File: src/rtl/alu_exec_unit_if.sv
// Operation request / result bundle between an issuing stage and alu_exec_unit.
// overflow exists only when ALU_OVERFLOW_EN is defined.
// master drives requests and acknowledges results; slave is the execute unit.
interface alu_exec_unit_if #(
    parameter int DATA_WIDTH  = 32,
    parameter int SHAMT_WIDTH = 5
);
    logic                   op_valid;
    logic                   op_ready;
    logic [3:0]             alu_operation;
    logic [DATA_WIDTH-1:0]  operand_a;
    logic [DATA_WIDTH-1:0]  operand_b;
    logic [SHAMT_WIDTH-1:0] shamt;
    logic                   result_valid;
    logic                   result_ready;
    logic [DATA_WIDTH-1:0]  result;
    logic                   zero;
    logic                   illegal_op;
`ifdef ALU_OVERFLOW_EN
    logic                   overflow;
`endif

    modport master (
        output op_valid, alu_operation, operand_a, operand_b, shamt, result_ready,
`ifdef ALU_OVERFLOW_EN
        input  overflow,
`endif
        input  op_ready, result_valid, result, zero, illegal_op
    );

    modport slave (
        input  op_valid, alu_operation, operand_a, operand_b, shamt, result_ready,
`ifdef ALU_OVERFLOW_EN
        output overflow,
`endif
        output op_ready, result_valid, result, zero, illegal_op
    );
endinterface

File: src/rtl/alu_exec_unit.sv
// Iterative execute ALU (AND/OR/NOR/ADD/SUB/SRL/SLL); ALU_OVERFLOW_EN adds signed-overflow flag.
// Latency: logic/arith 1 cycle accept->result_valid; shifts shamt+1 cycles (one bit per cycle).
// Backpressure: result held in DONE until result_ready; op_ready only in IDLE, one idle cycle between ops.
module alu_exec_unit #(
    parameter int DATA_WIDTH  = 32,
    parameter int SHAMT_WIDTH = 5
) (
    input  logic            clk,
    input  logic            reset,
    alu_exec_unit_if.slave  bus
);

    localparam logic [1:0] ST_IDLE  = 2'd0;
    localparam logic [1:0] ST_EXEC  = 2'd1;
    localparam logic [1:0] ST_SHIFT = 2'd2;
    localparam logic [1:0] ST_DONE  = 2'd3;

    localparam logic [3:0] OP_AND = 4'b0000;
    localparam logic [3:0] OP_OR  = 4'b0001;
    localparam logic [3:0] OP_NOR = 4'b0010;
    localparam logic [3:0] OP_ADD = 4'b0011;
    localparam logic [3:0] OP_SUB = 4'b0100;
    localparam logic [3:0] OP_SRL = 4'b0101;
    localparam logic [3:0] OP_SLL = 4'b0110;

    localparam logic [SHAMT_WIDTH-1:0] CNT_ONE = {{(SHAMT_WIDTH-1){1'b0}}, 1'b1};

    logic [1:0]             state;
    logic [3:0]             op_q;
    logic [DATA_WIDTH-1:0]  a_q;
    logic [DATA_WIDTH-1:0]  b_q;
    logic [SHAMT_WIDTH-1:0] cnt_q;
    logic [DATA_WIDTH-1:0]  res_q;
    logic                   zero_q;
    logic                   ill_q;

    logic [DATA_WIDTH-1:0]  sum;
    logic [DATA_WIDTH-1:0]  diff;
    logic [DATA_WIDTH-1:0]  exec_res;
    logic                   exec_ill;
    logic                   accept;
    logic                   is_shift;
    logic [DATA_WIDTH-1:0]  shift_nxt;

`ifdef ALU_OVERFLOW_EN
    logic                   ovf_q;
    logic                   exec_ovf;
`endif

    assign accept   = bus.op_valid && (state == ST_IDLE);
    assign is_shift = (bus.alu_operation == OP_SRL) || (bus.alu_operation == OP_SLL);

    // b_q doubles as the shift working register once the op is latched.
    assign shift_nxt = (op_q == OP_SRL) ? {1'b0, b_q[DATA_WIDTH-1:1]}
                                        : {b_q[DATA_WIDTH-2:0], 1'b0};

    always_comb begin
        sum      = a_q + b_q;
        diff     = a_q - b_q;
        exec_res = '0;
        exec_ill = 1'b0;
        case (op_q)
            OP_AND:  exec_res = a_q & b_q;
            OP_OR:   exec_res = a_q | b_q;
            OP_NOR:  exec_res = ~(a_q | b_q);
            OP_ADD:  exec_res = sum;
            OP_SUB:  exec_res = diff;
            default: exec_ill = 1'b1;
        endcase
    end

`ifdef ALU_OVERFLOW_EN
    always_comb begin
        exec_ovf = 1'b0;
        if (op_q == OP_ADD) begin
            exec_ovf = (a_q[DATA_WIDTH-1] == b_q[DATA_WIDTH-1]) &&
                       (sum[DATA_WIDTH-1] != a_q[DATA_WIDTH-1]);
        end else if (op_q == OP_SUB) begin
            exec_ovf = (a_q[DATA_WIDTH-1] != b_q[DATA_WIDTH-1]) &&
                       (diff[DATA_WIDTH-1] != a_q[DATA_WIDTH-1]);
        end
    end
`endif

    always_ff @(posedge clk) begin
        if (reset) begin
            state  <= ST_IDLE;
            op_q   <= '0;
            a_q    <= '0;
            b_q    <= '0;
            cnt_q  <= '0;
            res_q  <= '0;
            zero_q <= 1'b1;
            ill_q  <= 1'b0;
`ifdef ALU_OVERFLOW_EN
            ovf_q  <= 1'b0;
`endif
        end else begin
            case (state)
                ST_IDLE: begin
                    if (accept) begin
                        op_q  <= bus.alu_operation;
                        a_q   <= bus.operand_a;
                        b_q   <= bus.operand_b;
                        cnt_q <= bus.shamt;
                        state <= is_shift ? ST_SHIFT : ST_EXEC;
                    end
                end
                ST_EXEC: begin
                    res_q  <= exec_res;
                    zero_q <= (exec_res == '0);
                    ill_q  <= exec_ill;
`ifdef ALU_OVERFLOW_EN
                    ovf_q  <= exec_ovf;
`endif
                    state  <= ST_DONE;
                end
                ST_SHIFT: begin
                    if (cnt_q == '0) begin
                        res_q  <= b_q;
                        zero_q <= (b_q == '0);
                        ill_q  <= 1'b0;
`ifdef ALU_OVERFLOW_EN
                        ovf_q  <= 1'b0;
`endif
                        state  <= ST_DONE;
                    end else begin
                        b_q   <= shift_nxt;
                        cnt_q <= cnt_q - CNT_ONE;
                    end
                end
                ST_DONE: begin
                    if (bus.result_ready) begin
                        state <= ST_IDLE;
                    end
                end
                default: state <= ST_IDLE;
            endcase
        end
    end

    assign bus.op_ready     = (state == ST_IDLE);
    assign bus.result_valid = (state == ST_DONE);
    assign bus.result       = res_q;
    assign bus.zero         = zero_q;
    assign bus.illegal_op   = ill_q;
`ifdef ALU_OVERFLOW_EN
    assign bus.overflow     = ovf_q;
`endif

endmodule

File: src/flat_wrapper.sv
// flat-port wrapper written by rule: the top's interface ports become plain ports
module alu_exec_unit_flat 
#(
    parameter int DATA_WIDTH  = 32,
    parameter int SHAMT_WIDTH = 5
)
  (clk, reset, bus_op_valid, bus_alu_operation, bus_operand_a, bus_operand_b, bus_shamt, bus_result_ready, bus_op_ready, bus_result_valid, bus_result, bus_zero, bus_illegal_op);
  alu_exec_unit_if #(.DATA_WIDTH(DATA_WIDTH), .SHAMT_WIDTH(SHAMT_WIDTH)) bus_i ();
  input  logic clk;
  input  logic reset;
  input wire logic [$bits(bus_i.op_valid)-1:0] bus_op_valid;
  input wire logic [$bits(bus_i.alu_operation)-1:0] bus_alu_operation;
  input wire logic [$bits(bus_i.operand_a)-1:0] bus_operand_a;
  input wire logic [$bits(bus_i.operand_b)-1:0] bus_operand_b;
  input wire logic [$bits(bus_i.shamt)-1:0] bus_shamt;
  input wire logic [$bits(bus_i.result_ready)-1:0] bus_result_ready;
  output wire logic [$bits(bus_i.op_ready)-1:0] bus_op_ready;
  output wire logic [$bits(bus_i.result_valid)-1:0] bus_result_valid;
  output wire logic [$bits(bus_i.result)-1:0] bus_result;
  output wire logic [$bits(bus_i.zero)-1:0] bus_zero;
  output wire logic [$bits(bus_i.illegal_op)-1:0] bus_illegal_op;
  assign bus_i.op_valid = bus_op_valid;
  assign bus_i.alu_operation = bus_alu_operation;
  assign bus_i.operand_a = bus_operand_a;
  assign bus_i.operand_b = bus_operand_b;
  assign bus_i.shamt = bus_shamt;
  assign bus_i.result_ready = bus_result_ready;
  assign bus_op_ready = bus_i.op_ready;
  assign bus_result_valid = bus_i.result_valid;
  assign bus_result = bus_i.result;
  assign bus_zero = bus_i.zero;
  assign bus_illegal_op = bus_i.illegal_op;
  alu_exec_unit #(.DATA_WIDTH(DATA_WIDTH), .SHAMT_WIDTH(SHAMT_WIDTH)) u_core (.clk(clk), .reset(reset), .bus(bus_i));
endmodule
File: config.mk
export PLATFORM = sky130hd
export DESIGN_NAME = alu_exec_unit_flat
export DESIGN_NICKNAME = d
export VERILOG_FILES = /design/src/rtl/alu_exec_unit_if.sv /design/src/rtl/alu_exec_unit.sv /design/src/flat_wrapper.sv
export SDC_FILE = /design/constraint.sdc
export NUM_CORES = 1
export LEC_CHECK = 0
export CAP_MARGIN = 10
export CORE_MARGIN = 8
export CORE_UTILIZATION = 50
export CTS_CLUSTER_SIZE = 10
export DETAILED_ROUTE_END_ITERATION = 10
export GPL_TIMING_DRIVEN = 0
export HOLD_SLACK_MARGIN = 0.1
export PLACE_DENSITY = 0.81
export SYNTH_ARGS = -nofsm -noshare
export SYNTH_HDL_FRONTEND = slang
export SYNTH_SLANG_ARGS = --single-unit
File: constraint.sdc
create_clock -name clk -period 12.26 [get_ports clk]
set_input_delay 3.678 -clock clk [delete_from_list [all_inputs] [get_ports clk]]
set_output_delay 3.678 -clock clk [all_outputs]
set_load 0.03 [all_outputs]
==> results.md <==
* Outcome: completed
* DRC Markers at 0
* Grt ovf at 0
* Critical Path AT at 6270 ps
* Average size of a mapped cell at 7.17 sq um
* Fin crit period at 5960 ps
* CP Max Fanout at 10
* Worst Path Required at 12,570 ps
* Total vias in the final route at 10,000
* Worst-margin pin slew at 1190 ps
* Total CTS buffers at 9
* Type of destination of the critical path: flop
* Hold_sp: u_core.bus.result[3]$_SDFFE_PP0P_
* Port buffer count at 112
* WL final at 33,900 um
* Top cells by count, synth: a21oi_1, nand2_1, dfxtp_1, nor2_1, clkbuf_1
* Mapped Nets at 1,335
* Worst-path clk slew at 80 ps
* Area of the mapped netlist at 8740 sq um
* Placed Instance Area at 10,100 sq um
* Worst setup path end: u_core.bus.zero$_SDFFE_PP1P_
* Core area at 17,200 sq um
* # clock sinks at 109
* Most common cell in the netlist: a21oi_1
* Fmax at 168 MHz
* Initial Utilization at 0.509
* Area leader, netlist: dfxtp_1
* Synth Flop Type: dfxtp_1
* 1st-iter DRT viols at 1,098
* EDFF count, synth at 0
* Hold Path Class: reg2reg
* Fin nets at 1,458
* Vias in the first global route at 9,224
* Power per cell area at 324 nW/um^2
* Slew Viols, Final at 0
* Design area at 10,400 sq um
* First-pass GRT wire length at 52,700 um
* Area fraction of the dominant cell type after synthesis at 0.250
* Post-Syn Instances at 1,218
* Ports at 113
* Period utilisation layout at 0.486
* CTS tree: done
* Num rows at 48
* CP Launch Type: flop
* Clock root buffer: clkbuf_16
* Worst r2r src: u_core.op_q[3]$_SDFFE_PP0P_
* Layout cells sized above 1 at 0.0387
* Setup slack after layout at 6300 ps
* Clk_skew at 8.04 ps
* ANT cells at 0
* Reg2Reg Capture Point: u_core.bus.zero$_SDFFE_PP1P_
* Fin. Hold Viols at 0
* Max Cap Viol at 0
* Vias/cell at 6.37
* Die height at 148 um
* Unrepaired setup endpoints after global routing: no
* Largest net degree at the start of global routing at 20
* Fraction of registers with async set/reset at 0
* Fillers at 1,682
* HPWL after DPL at 26,100 um
* Die area at 22,000 sq um
* Sequential element share of the synthesized area at 0.250
* Peak supply drop at 0.173 mV
* # H-tree levels at 3
* Crit path from: u_core.op_q[3]$_SDFFE_PP0P_
* DRT antenna net count at 0
* Ranking of synthesized cells by area: dfxtp_1, a21oi_1, nand2_1
* Critical path type: reg2reg
* Later-pin clock latency in the skew report at 370 ps
* DR pass1 iterations at 5
* Antenna violations before repair at 0
* Placer congestion estimate at 0.999
* Worst r2r path cells at 17
* Post-Place Worst Slack at 6050 ps
* Slew margin rel. at 0.196
* Setup_tns at 0 ps
* Die Width at 148 um
* Max Buffers Root-to-Sink at 2
* Number of setup violations in the final report at 0
* Avg WL per Cell at 21.6 um
* R2r setup slk at 6300 ps
* Yosys Warn Count at 0
* Register bit total from synthesis at 109
* # resized after CTS at 0
* Area Overhead vs Synth at 19.3%
* Pleak at 3.97 nW
* Post-CTS Setup Inserts at 0
* Library cells used by synthesis at 81
* GRT Util Overall at 0.304
* Cts hold-fix bufs at 0
-- worst min-delay path by stage --
stage	end	slack, ps	cells after the start
2_1_floorplan	u_core.a_q[0]$_SDFFE_PP0P_	450	2
6_report	u_core.bus.result[3]$_SDFFE_PP0P_	450	2
5_1_grt	u_core.bus.result[13]$_SDFFE_PP0P_	480	2
4_1_cts	u_core.bus.result[27]$_SDFFE_PP0P_	450	2
3_3_place_gp	u_core.bus.result[25]$_SDFFE_PP0P_	440	2
3_5_place_dp	u_core.bus.result[27]$_SDFFE_PP0P_	450	2
-- state kept, by name, indices dropped and copies added (netlist names) --
signal,flops
u_core.bus.zero,1
u_core.a_q,32
u_core.b_q,32
u_core.op_q,4
u_core.bus.illegal_op,1
u_core.state,2
u_core.cnt_q,5
u_core.bus.result,32
-- logic make-up (layout without fill, tap and decap cells) --
family	Yosys count	after routing	share of synthesized area
compound gates	421	421	0.317
mux	34	34	0.0389
fa+ha+maj	42	42	0.0604
xor+xnor	42	42	0.0421
buf+inv	145	272	0.0646
simple gates	425	425	0.227
flops	109	109	0.250
-- stage by stage --
step           hold slack (ps)  total power [mW]  std cells   util
2_1_floorplan              453              2.28       1218      -
3_3_place_gp               444              2.96       1555  0.590
3_5_place_dp               446              2.99       1555  0.590
4_1_cts                    455              3.30       1570  0.607
5_1_grt                    477              3.61       1570  0.607
6_report                   455              3.38       1570  0.607
-- routing by layer --
metal  global-route usage  part of all wire  vias to the layer above
met1                0.409              0.42                     4604
met5                    0                 0                        -
met3               0.0596              0.11                      113
li1                     -                 -                     4674
met2                0.461              0.43                      611
met4                0.139             0.046                        0
-- cell usage in the layout, fill, tap and decap left out, drive strengths merged, types with 5 or more instances in the layout --
cell type | synthesis | final
and2 | 7 | 7
mux2i | 34 | 34
and3 | 6 | 6
o31ai | 10 | 10
clkbuf | 92 | 101
a211oi | 42 | 42
or3 | 8 | 8
nand2 | 152 | 152
nand4 | 16 | 16
a31oi | 9 | 9
o21a | 7 | 7
dfxtp | 109 | 109
nor4 | 12 | 12
a221o | 6 | 6
ha | 39 | 39
o211ai | 35 | 35
nor2 | 110 | 110
clkdlybuf4s50 | 0 | 112
inv | 27 | 30
o21ai | 49 | 49
o31a | 5 | 5
or4 | 5 | 5
nor3 | 48 | 48
buf | 26 | 26
a21oi | 160 | 160
a21o | 36 | 36
a211o | 7 | 7
xor2 | 15 | 15
xnor2 | 27 | 27
a221oi | 18 | 18
nand3 | 16 | 16
nand2b | 19 | 19
-- power by group --
part / internal [mW] / switching, mW / total [mW]
clock network: 0.142 / 0.160 / 0.302
logic: 0.858 / 1.66 / 2.52
registers: 0.472 / 0.0823 / 0.554
-- worst max-delay path: stages, from the launching register on --
cell and delay (ps):
dfxtp_1 300, buf_2 180, nor4b_1 540, clkbuf_1 560
clkbuf_1 650, nor2_1 140, xnor2_1 160, ha_1 400
a211oi_2 280, o211ai_1 160, a41oi_2 440, a211oi_1 210
o32ai_1 730, nor4_1 100, a211o_1 330, nor4_1 330
nand4b_1 200, o211ai_2 180
-- cell type report --
cell class	instances	area, sq um	share of cell area
Tap cell	225	282	0.0270
Sequential cell	109	2180	0.209
Inverter	27	101	0.00972
Clock inverter	6	57.6	0.00552
Buffer	118	463	0.0444
Timing Repair Buffer	112	1120	0.108
Clock buffer	9	225	0.0216
Multi-Input combinational cell	964	5990	0.575
Power figures use the tool's default switching activity.
